**config.mk**
```make
export PLATFORM = sky130hd
export DESIGN_NAME = hnf_rxreq_lcrd_flat
export DESIGN_NICKNAME = d
export VERILOG_FILES = /design/src/rtl/hnf_rxreq_lcrd_pkg.sv /design/src/rtl/hnf_rxreq_lcrd_if.sv /design/src/rtl/hnf_sync_fifo.sv /design/src/rtl/hnf_rxreq_lcrd.sv /design/src/flat_wrapper.sv
export SDC_FILE = /design/constraint.sdc
export NUM_CORES = 1
export LEC_CHECK = 0
export ABC_AREA = 1
export CAP_MARGIN = 30
export CORE_ASPECT_RATIO = 1.5
export CORE_MARGIN = 10
export CORE_UTILIZATION = 40
export DETAILED_ROUTE_END_ITERATION = 10
export SLEW_MARGIN = 20
export SYNTH_ARGS = -nofsm -noshare
export SYNTH_HDL_FRONTEND = slang
export SYNTH_HIERARCHICAL = 1
export SYNTH_SLANG_ARGS = --single-unit
```
**constraint.sdc**
```tcl
create_clock -name clock -period 4.1 [get_ports clock]
set_input_delay 1.23 -clock clock [delete_from_list [all_inputs] [get_ports clock]]
set_output_delay 1.23 -clock clock [all_outputs]
set_load 0.01 [all_outputs]
```
**src/rtl/hnf_rxreq_lcrd_pkg.sv**
```systemverilog
// Shared types for the HN-F RXREQ link-layer receiver: request flit layout,
// the L-credit return opcode and the RX link state encoding.
package hnf_rxreq_lcrd_pkg;

    localparam int REQ_OPC_W = 7;
    localparam logic [REQ_OPC_W-1:0] REQ_OPC_LCRDRETURN = 7'h00;

    typedef struct packed {
        logic [REQ_OPC_W-1:0] opcode;
        logic [6:0]           srcid;
        logic [7:0]           txnid;
        logic [15:0]          addr;
    } reqflit_t;

    typedef enum logic [1:0] {
        LINK_STOP       = 2'd0,
        LINK_ACTIVATE   = 2'd1,
        LINK_RUN        = 2'd2,
        LINK_DEACTIVATE = 2'd3
    } link_state_e;

    function automatic logic is_lcrd_return(input reqflit_t f);
        return f.opcode == REQ_OPC_LCRDRETURN;
    endfunction

endpackage

```
**src/rtl/hnf_rxreq_lcrd_if.sv**
```systemverilog
// RXREQ channel plus the buffered request hand-off to the HN-F pipeline.
// slave = receiver view, master = requester / pipeline side.
interface hnf_rxreq_lcrd_if;
    import hnf_rxreq_lcrd_pkg::*;

    logic     rxlinkactivereq;
    logic     rxlinkactiveack;
    logic     rxreqflitpend;
    logic     rxreqflitv;
    reqflit_t rxreqflit;
    logic     rxreqlcrdv;
    logic     req_valid;
    reqflit_t req_flit;
    logic     req_ready;

    modport slave (
        input  rxlinkactivereq, rxreqflitpend, rxreqflitv, rxreqflit, req_ready,
        output rxlinkactiveack, rxreqlcrdv, req_valid, req_flit
    );

    modport master (
        output rxlinkactivereq, rxreqflitpend, rxreqflitv, rxreqflit, req_ready,
        input  rxlinkactiveack, rxreqlcrdv, req_valid, req_flit
    );

endinterface

```
**src/rtl/hnf_sync_fifo.sv**
```systemverilog
// First-word-fall-through synchronous FIFO with synchronous active-low reset.
// Head entry is read combinationally, so data is visible the cycle after push.
module hnf_sync_fifo #(
    parameter  int WIDTH = 8,
    parameter  int DEPTH = 4,
    localparam int CNT_W = $clog2(DEPTH + 1),
    localparam int PTR_W = (DEPTH > 1) ? $clog2(DEPTH) : 1
) (
    input  logic             clk,
    input  logic             rst_b,
    input  logic             push_i,
    input  logic [WIDTH-1:0] wdata_i,
    input  logic             pop_i,
    output logic [WIDTH-1:0] rdata_o,
    output logic             full_o,
    output logic             empty_o,
    output logic [CNT_W-1:0] count_o
);

    logic [WIDTH-1:0] mem_q [DEPTH];
    logic [PTR_W-1:0] wr_ptr_q, rd_ptr_q;
    logic [CNT_W-1:0] count_q;

    function automatic logic [PTR_W-1:0] ptr_inc(input logic [PTR_W-1:0] p);
        return (p == PTR_W'(DEPTH - 1)) ? '0 : p + 1'b1;
    endfunction

    always_ff @(posedge clk) begin
        if (push_i) begin
            mem_q[wr_ptr_q] <= wdata_i;
        end
    end

    always_ff @(posedge clk) begin
        if (!rst_b) begin
            wr_ptr_q <= '0;
            rd_ptr_q <= '0;
            count_q  <= '0;
        end else begin
            if (push_i) begin
                wr_ptr_q <= ptr_inc(wr_ptr_q);
            end
            if (pop_i) begin
                rd_ptr_q <= ptr_inc(rd_ptr_q);
            end
            case ({push_i, pop_i})
                2'b10:   count_q <= count_q + 1'b1;
                2'b01:   count_q <= count_q - 1'b1;
                default: count_q <= count_q;
            endcase
        end
    end

    assign rdata_o = mem_q[rd_ptr_q];
    assign full_o  = (count_q == CNT_W'(DEPTH));
    assign empty_o = (count_q == '0);
    assign count_o = count_q;

    // Credit accounting upstream must make this unreachable.
    a_no_push_full: assert property (@(posedge clk) disable iff (!rst_b) !(push_i && full_o));

endmodule

```
**src/rtl/hnf_rxreq_lcrd.sv**
```systemverilog
// HN-F RXREQ link-layer receiver: link activation, L-credit issue bounded by
// buffer space, request buffering and sticky protocol-error flags.
//   state      | meaning
//   STOP       | link down, ack low, no credits
//   ACTIVATE   | ack raised, one cycle before credits flow
//   RUN        | credits issued while space allows
//   DEACTIVATE | ack held, waiting for outstanding credits to drain
module hnf_rxreq_lcrd
    import hnf_rxreq_lcrd_pkg::*;
#(
    parameter  int NUM_LCRD   = 4,
    parameter  int FIFO_DEPTH = 4,
    localparam int CNT_W      = $clog2(FIFO_DEPTH + 1)
) (
    input  logic                 clock,
    input  logic                 reset,
    hnf_rxreq_lcrd_if.slave      rx,
    output logic [CNT_W-1:0]     lcrd_outstanding_o,
    output logic [1:0]           err_o
);

    localparam logic [CNT_W-1:0] NUM_LCRD_C = CNT_W'(NUM_LCRD);
    localparam logic [CNT_W:0]   SPACE_C    = (CNT_W + 1)'(FIFO_DEPTH);
    localparam int               FLIT_W     = $bits(reqflit_t);

    link_state_e      state_q;
    logic             ack_q;
    logic             lcrdv_q;
    logic             flitpend_q;
    logic [CNT_W-1:0] cnt_q;
    logic [1:0]       err_q;

    logic [CNT_W-1:0]  fifo_cnt;
    logic              fifo_full, fifo_empty;
    logic [FLIT_W-1:0] fifo_rdata;
    logic              flit_ok, push, pop, grant;
    logic [CNT_W:0]    used;

    // cnt_q already includes a grant in the cycle its pulse is driven,
    // so no separate pending-grant term is needed in the space check.
    always_comb begin
        flit_ok = rx.rxreqflitv && (cnt_q != '0);
        push    = flit_ok && !is_lcrd_return(rx.rxreqflit);
        pop     = !fifo_empty && rx.req_ready;
        used    = {1'b0, cnt_q} + {1'b0, fifo_cnt};
        grant   = (state_q == LINK_RUN) && (used < SPACE_C) &&
                  (cnt_q < NUM_LCRD_C) && !fifo_full;
    end

    always_ff @(posedge clock) begin
        if (!reset) begin
            state_q <= LINK_STOP;
            ack_q   <= 1'b0;
        end else begin
            case (state_q)
                LINK_STOP: begin
                    if (rx.rxlinkactivereq) begin
                        state_q <= LINK_ACTIVATE;
                        ack_q   <= 1'b1;
                    end
                end
                LINK_ACTIVATE: state_q <= LINK_RUN;
                LINK_RUN: begin
                    if (!rx.rxlinkactivereq) begin
                        state_q <= LINK_DEACTIVATE;
                    end
                end
                LINK_DEACTIVATE: begin
                    if (cnt_q == '0) begin
                        state_q <= LINK_STOP;
                        ack_q   <= 1'b0;
                    end
                end
                default: begin
                    state_q <= LINK_STOP;
                    ack_q   <= 1'b0;
                end
            endcase
        end
    end

    always_ff @(posedge clock) begin
        if (!reset) begin
            lcrdv_q    <= 1'b0;
            cnt_q      <= '0;
            err_q      <= 2'b00;
            flitpend_q <= 1'b0;
        end else begin
            lcrdv_q    <= grant;
            cnt_q      <= cnt_q + CNT_W'(grant) - CNT_W'(flit_ok);
            flitpend_q <= rx.rxreqflitpend;
            err_q[0]   <= err_q[0] | (rx.rxreqflitv && (cnt_q == '0));
            err_q[1]   <= err_q[1] | (rx.rxreqflitv && !flitpend_q);
        end
    end

    hnf_sync_fifo #(
        .WIDTH (FLIT_W),
        .DEPTH (FIFO_DEPTH)
    ) u_fifo (
        .clk     (clock),
        .rst_b   (reset),
        .push_i  (push),
        .wdata_i (rx.rxreqflit),
        .pop_i   (pop),
        .rdata_o (fifo_rdata),
        .full_o  (fifo_full),
        .empty_o (fifo_empty),
        .count_o (fifo_cnt)
    );

    assign rx.rxlinkactiveack = ack_q;
    assign rx.rxreqlcrdv      = lcrdv_q;
    assign rx.req_valid       = !fifo_empty;
    assign rx.req_flit        = reqflit_t'(fifo_rdata);
    assign lcrd_outstanding_o = cnt_q;
    assign err_o              = err_q;

endmodule

```
**src/flat_wrapper.sv**
```systemverilog
// flat-port wrapper written by rule: the top's interface ports become plain ports
module hnf_rxreq_lcrd_flat import hnf_rxreq_lcrd_pkg::*;
#(
    parameter  int NUM_LCRD   = 4,
    parameter  int FIFO_DEPTH = 4,
    localparam int CNT_W      = $clog2(FIFO_DEPTH + 1)
)
  (clock, reset, lcrd_outstanding_o, err_o, rx_rxlinkactivereq, rx_rxreqflitpend, rx_rxreqflitv, rx_rxreqflit, rx_req_ready, rx_rxlinkactiveack, rx_rxreqlcrdv, rx_req_valid, rx_req_flit);
  hnf_rxreq_lcrd_if rx_i ();
  input  logic clock;
  input  logic reset;
  output logic [CNT_W-1:0] lcrd_outstanding_o;
  output logic [1:0] err_o;
  input wire logic [$bits(rx_i.rxlinkactivereq)-1:0] rx_rxlinkactivereq;
  input wire logic [$bits(rx_i.rxreqflitpend)-1:0] rx_rxreqflitpend;
  input wire logic [$bits(rx_i.rxreqflitv)-1:0] rx_rxreqflitv;
  input wire logic [$bits(rx_i.rxreqflit)-1:0] rx_rxreqflit;
  input wire logic [$bits(rx_i.req_ready)-1:0] rx_req_ready;
  output wire logic [$bits(rx_i.rxlinkactiveack)-1:0] rx_rxlinkactiveack;
  output wire logic [$bits(rx_i.rxreqlcrdv)-1:0] rx_rxreqlcrdv;
  output wire logic [$bits(rx_i.req_valid)-1:0] rx_req_valid;
  output wire logic [$bits(rx_i.req_flit)-1:0] rx_req_flit;
  assign rx_i.rxlinkactivereq = rx_rxlinkactivereq;
  assign rx_i.rxreqflitpend = rx_rxreqflitpend;
  assign rx_i.rxreqflitv = rx_rxreqflitv;
  assign rx_i.rxreqflit = rx_rxreqflit;
  assign rx_i.req_ready = rx_req_ready;
  assign rx_rxlinkactiveack = rx_i.rxlinkactiveack;
  assign rx_rxreqlcrdv = rx_i.rxreqlcrdv;
  assign rx_req_valid = rx_i.req_valid;
  assign rx_req_flit = rx_i.req_flit;
  hnf_rxreq_lcrd #(.NUM_LCRD(NUM_LCRD), .FIFO_DEPTH(FIFO_DEPTH)) u_core (.clock(clock), .reset(reset), .rx(rx_i), .lcrd_outstanding_o(lcrd_outstanding_o), .err_o(err_o));
endmodule
```
==> metrics.csv, run 1 <==
metric,value,unit
die width,126,µm
most frequent cells in the layout,"edfxtp_1, nor2_1, clkdlybuf4s50_1",
hold_ws,0.479,ns
vias in the first global route,4382,
synth-to-layout area growth,26.1,%
Final Hold Violating Endpoints,0,
worst reg2reg startpoint,u_core/lcrd_outstanding_o[1],
status,completed,
hold_buf cts,0,
placed cell areas,7790,µm²
crit start category,flip-flop,
Synth Area per Inst,13.2,µm²
LEAKAGE,0.00300,µW
row cnt,57,
dpl hpwl,9420,µm
adder-cell share of the synthesized area,3.03,%
Worst Setup Path Type,flip-flop to output port,
main combinational cell family by area after synthesis,compound AO/OA/AOI/OAI gates,
area share of and/or/nand/nor cells after synthesis,7.88,%
worst path arrival time,2.50,ns
post-route minimum period,3.73,ns
Yosys reg bits,171,
die height,178,µm
Post-CTS Setup Inserts,0,
post-route ant nets,0,
Resize count post-CTS,0,
Synth async-reset ratio,0,%
Setup Skew,0.00841,ns
Max Fclk,0.268,GHz
total track usage,13.3,%
"commonest non-fill, non-tap cell in the layout",edfxtp_1,
pin count of the biggest net entering global routing,77,
I/O Pins,90,
CTS Buf Count,17,
Mapped Area,6690,µm²
final count of pins violating max slew,0,
HP Start,u_core/err_o[0],
"Core Util, Final",51.6,%
worst skew pair latency,0.41,ns
Ant. Diodes,0,
sequential fraction of the synthesis area,74.0,%
Core Area,16300,µm²
Max rail drop VDD,0.000308,V
CTS Root Cell,clkbuf_16,
via count,4235,
Fill cells,1385,
Iteration-0 DRC Markers,287,
yosys warns,6,
# setup viols final,0,
Pwr Density,692,nW/µm²
CP required,2.87,ns
leading area contributor after synthesis,edfxtp_1,
# nets final,660,
Synth Area in Compound Gates,10.5,%
Hold Crit Class,flip-flop to flip-flop,
CTS tree,built,
post-synthesis xor/xnor area fraction,0.131,%
Netlist cell types,25,
Synth top area share,68.3,%
post-synth net total,567,
H-tree Lvls,4,
die area,22400,µm²
placer congestion estimate,0.746,
Layout Cell Area excl Fill,8430,µm²
first-pass GRT wire length,23400,µm
CP max FO,76,
Clock transition at path regs,0.07,ns
antenna violations before repair,0,
Slew headroom,48.6,%
largest cells by area after synthesis,"edfxtp_1, dfxtp_1, nor2_1, o21ai_0, o22ai_1",
post-synthesis mux area share,0,%
Tcrit/Tclk final,90.9,%
RSZ-0062 raised after global routing,false,
MaxCap Viol Count,0,
Max Buffers Root-to-Sink,2,
Vias/cell,5.16,
share of layout cells above drive strength 1,8.79,%
Initial Utilization,40.9,%
1st-pass router iterations,4,
crit end category,output port,
Gate Count Post-Synth,508,
Post-synth EDFFs,152,
"Top FF cell, synth",edfxtp_1,
clock sink total,171,
DRC Markers,0,
WL final,14800,µm
WL/cell,18.1,µm
setup TNS,0,ns
total grt overflow,0,
I/O Buffers,89,
worst-margin pin slew,0.770,ns
-- area by class of cell --
type                    count  area, µm²  share of cell area (%)
multi-input cells         277       1440                    17.1
inverters                  35        131                    1.56
clock inverters            15        210                    2.49
repair buffers             99       1020                    12.1
flip-flops and latches    171       4950                    58.7
clock buffers              17        425                    5.05
well taps                 206        258                    3.06
-- cells by family after synthesis --
kind of cell / after synthesis
buf+inv: 60
flops: 171
xor+xnor: 1
simple gates: 131
fa+ha+maj: 15
compound gates: 130
-- sequential cells by signal (all words and copies together) (netlist names), named ones only --
| name | cells |
|---|---|
| u_core/rx.rxreqlcrdv | 1 |
| u_core/err_o | 2 |
| u_core/u_fifo/wr_ptr_q | 2 |
| u_core/flitpend_q | 1 |
| u_core/state_q | 2 |
| u_core/u_fifo/rd_ptr_q | 2 |
| u_core/u_fifo/mem_q | 152 |
| u_core/u_fifo/count_o | 3 |
| u_core/rx.rxlinkactiveack | 1 |
| u_core/lcrd_outstanding_o | 3 |
-- critical path: stages, from the launching register on --
cell             delay, ns
dfxtp_2               0.33
buf_4                 0.58
o21ai_0               0.22
o22ai_1               0.30
clkdlybuf4s50_1       0.60
-- synth_stat cells (6+ instances only) --
master	number
nand2_1	18
dfxtp_1	19
ha_1	13
nor2_1	99
a21oi_1	8
buf_6	6
edfxtp_1	152
o22ai_1	38
inv_1	32
o21ai_1	9
o21ai_0	73
-- layer usage --
metal  vias up  wire length (µm)  track usage, %
met5         -                 0               0
met4         0               197            5.00
met3        14               870            4.90
met2        97              7770            23.5
met1      2105              6010            14.2
li1       2019                 -               -
-- report_power, final --
| group | total, µW | switching, µW | internal (µW) |
|---|---|---|---|
| clock | 1700 | 663 | 1030 |
| combinational | 1890 | 1070 | 823 |
| sequential | 2240 | 93.9 | 2150 |
| total | 5830 | 1820 | 4010 |
-- final timing paths --
path | end | slack, ns | cells after the start
setup reg to reg | u_core/lcrd_outstanding_o[2] | 1.78 | 12
setup / recovery | rx_req_flit[4] | 0.37 | 4
hold / removal | u_core/err_o[0] | 0.48 | 1
hold reg to reg | u_core/err_o[0] | 0.48 | 1
-- through the flow --
stage,cells,worst slack (ns),total power [µW]
floorplan,508,1.31,3300
global placement,788,0.561,4160
detailed placement,788,0.501,4200
CTS,820,0.334,5900
global route,820,0.197,6170
finish,820,0.373,5830
Note: power is estimated with default switching activity, not from simulation.
==> inputs of run 2 (changes only) <==
RECOVER_POWER = 50   (was not set)
==> metrics.csv, run 2 (synthesized netlist as in run 1, its figures left out) <==
metric,value,unit,change
status,completed,,unchanged
I/O Buffers,89,,unchanged
Layout Cell Area excl Fill,8430,µm²,about the same
Largest Register,u_core/u_fifo/mem_q,,unchanged
Initial Utilization,40.9,%,unchanged
H-tree Lvls,4,,unchanged
hold_buf cts,0,,unchanged
crit end category,output port,,unchanged
CTS Buf Count,17,,unchanged
vias in the first global route,4382,,unchanged
Clock transition at path regs,0.07,ns,about the same
Max rail drop VDD,0.000300,V,was 0.000308 V
Max Buffers Root-to-Sink,2,,unchanged
Resize count post-CTS,0,,unchanged
WL/cell,18.1,µm,about the same
Setup Skew,0.00866,ns,was 0.00841 ns
Post-CTS Setup Inserts,0,,unchanged
worst path arrival time,2.50,ns,about the same
row cnt,57,,unchanged
dpl hpwl,9420,µm,unchanged
CP required,2.87,ns,about the same
1st-pass router iterations,4,,unchanged
total track usage,13.3,%,unchanged
# setup viols final,0,,unchanged
DRC Markers,0,,unchanged
"commonest non-fill, non-tap cell in the layout",edfxtp_1,,unchanged
pin count of the biggest net entering global routing,77,,unchanged
Crit-path slowest cell,clkdlybuf4s50_1,,unchanged
P_sw,1820,µW,about the same
die width,126,µm,unchanged
worst-margin pin slew,0.783,ns,was 0.770 ns
total grt overflow,0,,unchanged
Max Fclk,0.268,GHz,about the same
Combinational Power Share,32.2,%,was 32.4%
WL final,14900,µm,was 14800 µm
CTS Root Cell,clkbuf_16,,unchanged
Core Area,16300,µm²,unchanged
Tcrit/Tclk final,91.1,%,was 90.9%
Slowest Stage Delay on Critical Path,0.60,ns,about the same
die area,22400,µm²,unchanged
Iteration-0 DRC Markers,298,,was 287
Internal Power,3990,µW,was 4010 µW
MaxCap Viol Count,0,,unchanged
share of layout cells above drive strength 1,8.47,%,was 8.79%
LEAKAGE,0.00303,µW,was 0.00300 µW
Reg power frac,38.6,%,was 38.5%
Worst Setup Path Type,flip-flop to output port,,unchanged
post-route minimum period,3.73,ns,about the same
# nets final,660,,unchanged
setup TNS,0,ns,unchanged
clock sink total,171,,unchanged
Slew headroom,47.8,%,was 48.6%
CTS tree,built,,unchanged
CP max FO,76,,unchanged
die height,178,µm,unchanged
clock power share,29.2,%,was 29.1%
placed cell areas,7790,µm²,unchanged
Hold Crit Class,flip-flop to flip-flop,,unchanged
Placed Instances,788,,unchanged
Fill cells,1386,,was 1385
placer congestion estimate,0.746,,unchanged
first-pass GRT wire length,23400,µm,unchanged
Final Hold Violating Endpoints,0,,unchanged
hold_ws,0.473,ns,was 0.479 ns
post-route ant nets,0,,unchanged
switching share of power,31.3,%,about the same
Tot Pwr,5810,µW,was 5830 µW
Finished Layout Cells,821,,was 820
synth-to-layout area growth,26.1,%,about the same
worst skew pair latency,0.41,ns,about the same
final count of pins violating max slew,0,,unchanged
Pwr Density,690,nW/µm²,was 692 nW/µm²
I/O Pins,90,,unchanged
RSZ-0062 raised after global routing,false,,unchanged
number of flip-flops in the largest register,152,,unchanged
crit start category,flip-flop,,unchanged
via count,4246,,was 4235
Vias/cell,5.17,,was 5.16
most frequent cells in the layout,"edfxtp_1, nor2_1, o21ai_0",,"was edfxtp_1, nor2_1, clkdlybuf4s50_1"
worst-path cell chain,buf_4 -> o21ai_0 -> o22ai_1 -> clkdlybuf4s50_1,,unchanged
antenna violations before repair,2,,was 0
run 2: changes by cell type in the layout (fill, tap and decap cells not counted):
cell / change
diode_2: +1
inv_2: -2
clkdlybuf4s50_1: -46
inv_1: +2
dlygate4sd3_1: +46
run 2: critical path: cells and delay by family, from the launching register on:
kind	cells	cell delay, ns
compound gates	2	0.52
flops	1	0.33
buf+inv	2	1.19
run 2: power by group through the flow:
| stage | Sequential (µW) | Combinational (µW) | Clock, µW |
|---|---|---|---|
| 2_1_floorplan | 2280 | 1020 | 0 |
| 3_3_place_gp | 2270 | 1890 | 0 |
| 3_5_place_dp | 2280 | 1920 | 0 |
| 4_1_cts | 2250 | 1930 | 1730 |
| 5_1_grt | 2260 | 2070 | 1810 |
| 6_report | 2240 | 1870 | 1700 |
run 2: per-stage QoR:
| step | setup slack, ns | utilization, % |
|---|---|---|
| finish | 0.366 | 51.6 |
| global route | 0.197 | 51.6 |
| CTS | 0.334 | 51.6 |
| detailed placement | 0.501 | 47.7 |
| global placement | 0.561 | 47.7 |
| floorplan | 1.31 | - |
run 2: final timing paths:
path	startpoint	end	slack [ns]	cells past startpoint
max	flip-flop	rx_req_flit[4]	0.37	4
min	u_core/err_o[0]	u_core/err_o[0]	0.47	1
max reg2reg	u_core/lcrd_outstanding_o[1]	u_core/u_fifo/mem_q[3][3]	1.73	7
min reg2reg	u_core/err_o[0]	u_core/err_o[0]	0.47	1
run 2: area by class of cell:
cell class              instances  area (µm²)  share of cell area [%]
well taps                     206         258                    3.06
flip-flops and latches        171        4950                    58.7
diodes                          1        2.50                  0.0297
repair buffers                 99        1020                    12.1
clock inverters                15         210                    2.49
inverters                      35         131                    1.56
multi-input cells             277        1440                    17.1
clock buffers                  17         425                    5.05
run 2: routing by layer:
metal / global-route usage [%] / share of wire (%) / vias to the layer above / routed length [µm]
met5: 0 / 0.081 / - / 12
met4: 5.00 / 1.3 / 2 / 189
met3: 4.90 / 6.4 / 16 / 951
met2: 23.5 / 52 / 103 / 7780
met1: 14.2 / 40 / 2106 / 5950
li1: - / - / 2019 / -
==> inputs of run 3 (changes only) <==
SETUP_SLACK_MARGIN = 0.05   (was not set)
==> results of run 3 <==
No change in the layout: final DEF, timing and power equal those of run 2.
